[src/rtl/wb_regfile.sv]
`default_nettype none
// ============================================================================
// Module      : wb_regfile
// Description : Write-back stage and 32x32 general-purpose register file for
//               a 5-stage MIPS pipeline. Selects the ALU result or the load
//               data from the MEM/WB pipeline register and writes it into the
//               GPR array. Register $0 reads as zero and has no storage.
//               Provides two combinational read ports for decode and counts
//               retired (non-$0) register writes.
//
//               Optional feature macro: WB_BYPASS_EN
//                 defined   - a read port addressing the register being
//                             written this cycle returns the write-back
//                             value (write-before-read).
//                 undefined - read ports return stored contents only.
//
// Ports       : clk          in   rising-edge clock
//               reset        in   asynchronous active-low reset
//               reg_wr_i     in   write enable from WB pipe register
//               mem_to_reg_i in   1: write read_data_i, 0: write res_alu_i
//               rd_i         in   destination register index
//               res_alu_i    in   ALU result
//               read_data_i  in   load data
//               rs_addr_i    in   read port A index
//               rt_addr_i    in   read port B index
//               rs_data_o    out  read port A data
//               rt_data_o    out  read port B data
//               wb_data_o    out  selected write-back value
//               wb_count_o   out  retired non-$0 register writes (wrapping)
//
// Revision    : 1.0 - initial release
// ============================================================================
module wb_regfile #(
    parameter int DATA_W = 32,
    parameter int ADDR_W = 5,
    parameter int CNT_W  = 16
) (
    input  logic              clk,
    input  logic              reset,
    input  logic              reg_wr_i,
    input  logic              mem_to_reg_i,
    input  logic [ADDR_W-1:0] rd_i,
    input  logic [DATA_W-1:0] res_alu_i,
    input  logic [DATA_W-1:0] read_data_i,
    input  logic [ADDR_W-1:0] rs_addr_i,
    input  logic [ADDR_W-1:0] rt_addr_i,
    output logic [DATA_W-1:0] rs_data_o,
    output logic [DATA_W-1:0] rt_data_o,
    output logic [DATA_W-1:0] wb_data_o,
    output logic [CNT_W-1:0]  wb_count_o
);

    localparam int c_NREG = 2 ** ADDR_W;

    logic [DATA_W-1:0] w_wb_data;
    logic              w_wr_en;
    logic [DATA_W-1:0] w_view [c_NREG];
    logic              w_byp_rs;
    logic              w_byp_rt;
    logic [CNT_W-1:0]  r_wb_count;

    // Write-back select: purely combinational, also feeds forwarding.
    assign w_wb_data = mem_to_reg_i ? read_data_i : res_alu_i;

    // Writes to $0 are architectural no-ops and are not counted.
    assign w_wr_en   = reg_wr_i && (rd_i != '0);

    // ------------------------------------------------------------------------
    // GPR array. Entry 0 is a constant zero, not a flop; entries 1..N-1 are
    // individual registers so reset clears every one of them asynchronously.
    // ------------------------------------------------------------------------
    for (genvar gi = 0; gi < c_NREG; gi++) begin : g_gpr
        if (gi == 0) begin : g_zero
            assign w_view[gi] = '0;
        end else begin : g_reg
            logic [DATA_W-1:0] r_gpr;

            always_ff @(posedge clk or negedge reset) begin
                if (!reset) begin
                    r_gpr <= '0;
                end else if (w_wr_en && (rd_i == ADDR_W'(gi))) begin
                    r_gpr <= w_wb_data;
                end
            end

            assign w_view[gi] = r_gpr;
        end
    end

    // ------------------------------------------------------------------------
    // Same-cycle bypass. Gated with reset so that reads stay zero while reset
    // is asserted, and with w_wr_en so that $0 never bypasses.
    // ------------------------------------------------------------------------
`ifdef WB_BYPASS_EN
    assign w_byp_rs = reset && w_wr_en && (rs_addr_i == rd_i);
    assign w_byp_rt = reset && w_wr_en && (rt_addr_i == rd_i);
`else
    assign w_byp_rs = 1'b0;
    assign w_byp_rt = 1'b0;
`endif

    assign rs_data_o = w_byp_rs ? w_wb_data : w_view[rs_addr_i];
    assign rt_data_o = w_byp_rt ? w_wb_data : w_view[rt_addr_i];
    assign wb_data_o = w_wb_data;

    // Retired-write counter; wraps naturally at 2**CNT_W.
    always_ff @(posedge clk or negedge reset) begin
        if (!reset) begin
            r_wb_count <= '0;
        end else if (w_wr_en) begin
            r_wb_count <= r_wb_count + 1'b1;
        end
    end

    assign wb_count_o = r_wb_count;

endmodule
`default_nettype wire

[config.mk]
export PLATFORM = sky130hd
export DESIGN_NAME = wb_regfile
export DESIGN_NICKNAME = d
export VERILOG_FILES = /design/src/rtl/wb_regfile.sv
export SDC_FILE = /design/constraint.sdc
export NUM_CORES = 2
export LEC_CHECK = 0
export ABC_AREA = 1
export CORE_ASPECT_RATIO = 0.7
export CORE_UTILIZATION = 30
export CTS_CLUSTER_DIAMETER = 50
export DETAILED_ROUTE_END_ITERATION = 7
export SYNTH_ARGS = -nofsm -noshare
export SYNTH_HDL_FRONTEND = slang
export SYNTH_SLANG_ARGS = --single-unit
[constraint.sdc]
create_clock -name clk -period 5.6 [get_ports clk]
set_input_delay 1.68 -clock clk [delete_from_list [all_inputs] [get_ports clk]]
set_output_delay 1.68 -clock clk [all_outputs]
set_load 0.005 [all_outputs]
After elaboration in Yosys (flattened, before gate mapping)
Index checks and enable logic that the tools add are counted.

cells by class
  $add $sub $neg = 1
  $lt $le $gt $ge = 2
  equality and inequality tests = 31
  mux-type cells = 7
  bitwise operators = 2
  reductions and logical operators = 33

operators with widths
  cell                                                 number
  binary-select mux 32 bit (select 5 bit)              2
  two-way mux 32 bit                                   5
  equality test 5 bit, second input constant           16
  equality test 5 x 4 -> 1 bit, second input constant  8
  logical AND 1 bit                                    32
  equality test 5 x 3 -> 1 bit, second input constant  4
  adder 16 x 1 -> 16 bit, second input constant        1
  >= comparator 6 bit, second input constant           2
  NOT 5 -> 6 bit                                       2
  equality test 5 x 2 -> 1 bit, second input constant  2
  equality test 5 x 1 -> 1 bit, second input constant  1
  nonzero test 5 bit                                   1

storage, ports and cells
  register bits after elaboration = 1008
  bits of input ports = 83
  output and inout bits = 112

Logic depth before layout (Yosys ltp)
  depth after elaboration = 4
  gate-level depth with buffers = 12

Worst setup path before layout
OpenSTA, ideal clock, no wires.

  kind = input -> output
  start = input port rs_addr_i[1]
  end = output port rs_data_o[0]
  data arrival time = 2803 ps
  setup slack = 1117 ps
  cell stages on the path = 9
  path buffers = 3
  cells stage by stage = buf_2 nor2_2 buf_2 clkbuf_1 nand2_1 nand3_1 nand3_1 nand3_1 nand2_1

on the way
  cells in the longest elaborated chain, start to end = 4

RTL lines
  item                                                    RTL line  text
  from (decl)                                             45        input logic [ADDR_W-1:0] rs_addr_i,
  NOT 5 -> 6 bit (not written as such)                    102       assign rs_data_o = w_byp_rs ? w_wb_data : w_view[rs_addr_i];
  binary-select mux 32 bit (select 5 bit)                 102
  two-way mux 32 bit (not written as such) (2 in series)  102
  to (decl)                                               47        output logic [DATA_W-1:0] rs_data_o,

Every way passes these cells. The select of a mux whose other input is x is not followed.

Worst setup path after layout
  start = input port rs_addr_i[0]
  end = output port rs_data_o[29]

Same word-level chain as after synthesis.

==> impl_metrics.env <==
export IMPL_initial_core_util=0.3029
export IMPL_fin_skew_ns=0.007223
export IMPL_cts_root_buf="clkbuf_16"
export IMPL_syn_nets=8576
export IMPL_required_ns=3.92
export IMPL_cts_buffers=109
export IMPL_pre_cts_ws_ns=0.2066
export IMPL_whs_endpoint="g_gpr[7].g_reg.r_gpr[5]"
export IMPL_grt_overflow=0
export IMPL_drcViolationCount=6
export IMPL_dieArea_mm2=0.1950
export IMPL_crit_family="buffers and inverters"
export IMPL_die_h_um=369.7
export IMPL_maxSlewHeadroom=0.2161
export IMPL_whs_ns=0.4834
export IMPL_dr_pass1_iters=8
export IMPL_min_path_type="flop to flop"
export IMPL_fillers=20080
export IMPL_cts_buffer_depth=3
export IMPL_antenna_found_initial=3
export IMPL_start_kind="primary input"
export IMPL_die_width_um=527.3
export IMPL_worst_slack_ns=0.06906
export IMPL_ys_seq_area_frac=0.4353
export IMPL_reg2reg_slack_ns=4.08
export IMPL_synthToLayoutAreaGrowth_pct=14.64
export IMPL_min_period_over_period=0.9877
export IMPL_ys_seq_elements=1008
export IMPL_leakagePower_nw=31.56
export IMPL_irDropWorstVdd_mv=0.2904
export IMPL_worst_path_buf_inv=3
export IMPL_min_path_cells=2
export IMPL_synth_warnings=0
export IMPL_worst_slew_pin_slew_ns=1.176
export IMPL_rr_startpoint="wb_count_o[0]"
export IMPL_cts_sinks=1008
export IMPL_netlist_instances=8492
export IMPL_finalWorstPathRequiredPeriod_ns=5.531
export IMPL_grt_pass1_vias=54880
export IMPL_powerDensity_mw_per_mm2=334.3
export IMPL_cp_common_cell="nand2_1"
export IMPL_drive_gt1_frac=0.05779
export IMPL_rows=134
export IMPL_synth_cell_types=30
export IMPL_gp_congestion=0.8764
export IMPL_hold_viol_final=0
export IMPL_post_drt_wl_per_cell_um=20.95
export IMPL_netlist_area_mm2=0.05795
export IMPL_worstSetupEndpointType="output pin"
export IMPL_htreeDepth=3
export IMPL_cts_resized=0
export IMPL_final_nets=8387
export IMPL_path_clk_slew_ns=0.06
export IMPL_drt_iter0_drc=7767
export IMPL_viasPerCell=5.331
export IMPL_worstRegToRegCells=7
export IMPL_grt_use_total=0.2309
export IMPL_wl_mm=230.0
export IMPL_insertion_delay_ns=0.73
export IMPL_mostFrequentLayoutCells="nand2_1 (3048), nand3_1 (1542), dfrtp_1 (1008)"
export IMPL_cpPeakStageDelay_ns=0.58
export IMPL_finalSetupTns_ns=0
export IMPL_post_cts_setup_buffers=0
export IMPL_arrival_ns=3.85
export IMPL_crit_slowest_cell="buf_4"
export IMPL_crit_chain="buf_8 -> buf_4 -> nand2_1 -> nand3_1 -> nand3_1 -> nand3_1 -> nand2_1 -> nand2_1 -> nand2_1 -> clkdlybuf4s50_1"
export IMPL_path_max_fanout=50
export IMPL_rsz0062_at_grt="false"
export IMPL_crit_type="primary input to output pin"
export IMPL_num_vias=58540
export IMPL_drv_cap=0
export IMPL_syn_avg_cell_area_um2=6.824
export IMPL_postCtsHoldBufs=0
export IMPL_core_area_mm2=0.1913
export IMPL_grt_max_degree=151
export IMPL_hp_start="g_gpr[7].g_reg.r_gpr[5]"
export IMPL_final_common_cell="nand2_1"
export IMPL_grt_pass1_wl_mm=347.1
export IMPL_ant_nets=0
export IMPL_finalSetupViolations=0
export IMPL_violations="design-rule violations"
export IMPL_cts_tree="done"
export IMPL_ios=195
export IMPL_r2r_end="wb_count_o[12]"
export IMPL_port_buffer_count=194
export IMPL_maxClockFrequency_ghz=0.1808
export IMPL_outcome="finished, violations left"
export IMPL_total_power_w=0.02221
export IMPL_report_final_slew_viol_count=0
export IMPL_dpl_hpwl_mm=133.3
[sequential cells by signal, indices dropped and copies added (netlist names)]
signal,flops
g_gpr.g_reg.r_gpr,992
wb_count_o,16
[through the flow]
step,area [um2],util,cells
6_report,66440,0.3473,10980
5_1_grt,66430,0.3473,10980
4_1_cts,66430,0.3473,10980
3_5_place_dp,62640,0.3274,10780
3_3_place_gp,62640,0.3274,10780
2_1_floorplan,57950,-,8492
[synthesized netlist by cell type]
cell type	count	area share
nand2_1	3050	0.20
nand3_1	1543	0.13
dfrtp_1	1008	0.44
inv_1	769	0.050
o21ai_0	675	0.058
clkbuf_1	419	0.027
o21ai_1	282	0.024
a21oi_1	257	0.022
buf_2	150	0.013
nor2_1	119	0.0077
buf_1	63	0.0041
buf_6	61	0.012
o21ai_2	38	0.0057
nand2_2	15	0.0016
nand2_8	10	0.0035
xor2_1	6	0.00091
xnor2_1	5	0.00076
inv_2	4	0.00026
nand3_2	3	0.00052
nor2_2	3	0.00032
nand4_1	2	0.00022
nor3_1	2	0.00017
buf_12	1	0.00035
buf_4	1	0.00013
clkinv_1	1	0.000065
ha_1	1	0.00022
nand2_4	1	0.00019
nor2_4	1	0.00019
nor2_8	1	0.00035
or2_2	1	0.00011
[tightest hold or removal path, delay by kind of cell, from the launching register on]
| family | cells | cell delay (ns) |
|---|---|---|
| AOI/OAI and AO/OA | 1 | 0.05 |
| and+or+nand+nor | 1 | 0.06 |
| DFF | 1 | 0.34 |
[worst max path at each step]
stage / from / slack, ns / end / cells past startpoint
after floorplan: rs_addr_i[1] / 1.12 / rs_data_o[0] / 9
after global placement: rs_addr_i[0] / 0.14 / rs_data_o[25] / 12
after detailed placement: rs_addr_i[0] / 0.21 / rs_data_o[1] / 12
after CTS: rs_addr_i[0] / 0.20 / rs_data_o[26] / 10
after global routing: rs_addr_i[0] / 0.02 / rs_data_o[29] / 10
final: rs_addr_i[0] / 0.07 / rs_data_o[29] / 10
[layout make-up]
type	count	area, um2	share of cell area
multi-input cells	6015	26610	0.4006
flip-flops and latches	1008	25220	0.3797
repair buffers	395	4622	0.06957
well taps	2584	3233	0.04866
clock buffers	149	3110	0.04682
inverters	774	2945	0.04433
clock inverters	52	681.9	0.01026
diodes	3	7.507	0.0001130
[per-layer routing]
| metal | GRT usage | part of all wire |
|---|---|---|
| met3 | 0.04729 | 0.11 |
| met4 | 0.08431 | 0.038 |
| met1 | 0.3231 | 0.42 |
| met2 | 0.3499 | 0.42 |
| met5 | 0 | 0.000043 |
[cell families after synthesis]
group,share of synthesized area
AND/OR/NAND/NOR,0.3457
buffers and inverters,0.1066
AO/OA/AOI/OAI,0.1106
flip-flops,0.4353
XOR/XNOR,0.001662
adder cells (fa/ha/maj),0.0002159
[where the power goes]
group	leakage (nW)	total (W)	switching (W)	internal, W
clock	1.86	0.00781	0.00330	0.00450
combinational	16.6	0.00491	0.00312	0.00179
sequential	13.1	0.00949	0.000866	0.00863
total	31.6	0.0222	0.00729	0.0149
No activity file was read; power rests on OpenSTA's default activity.
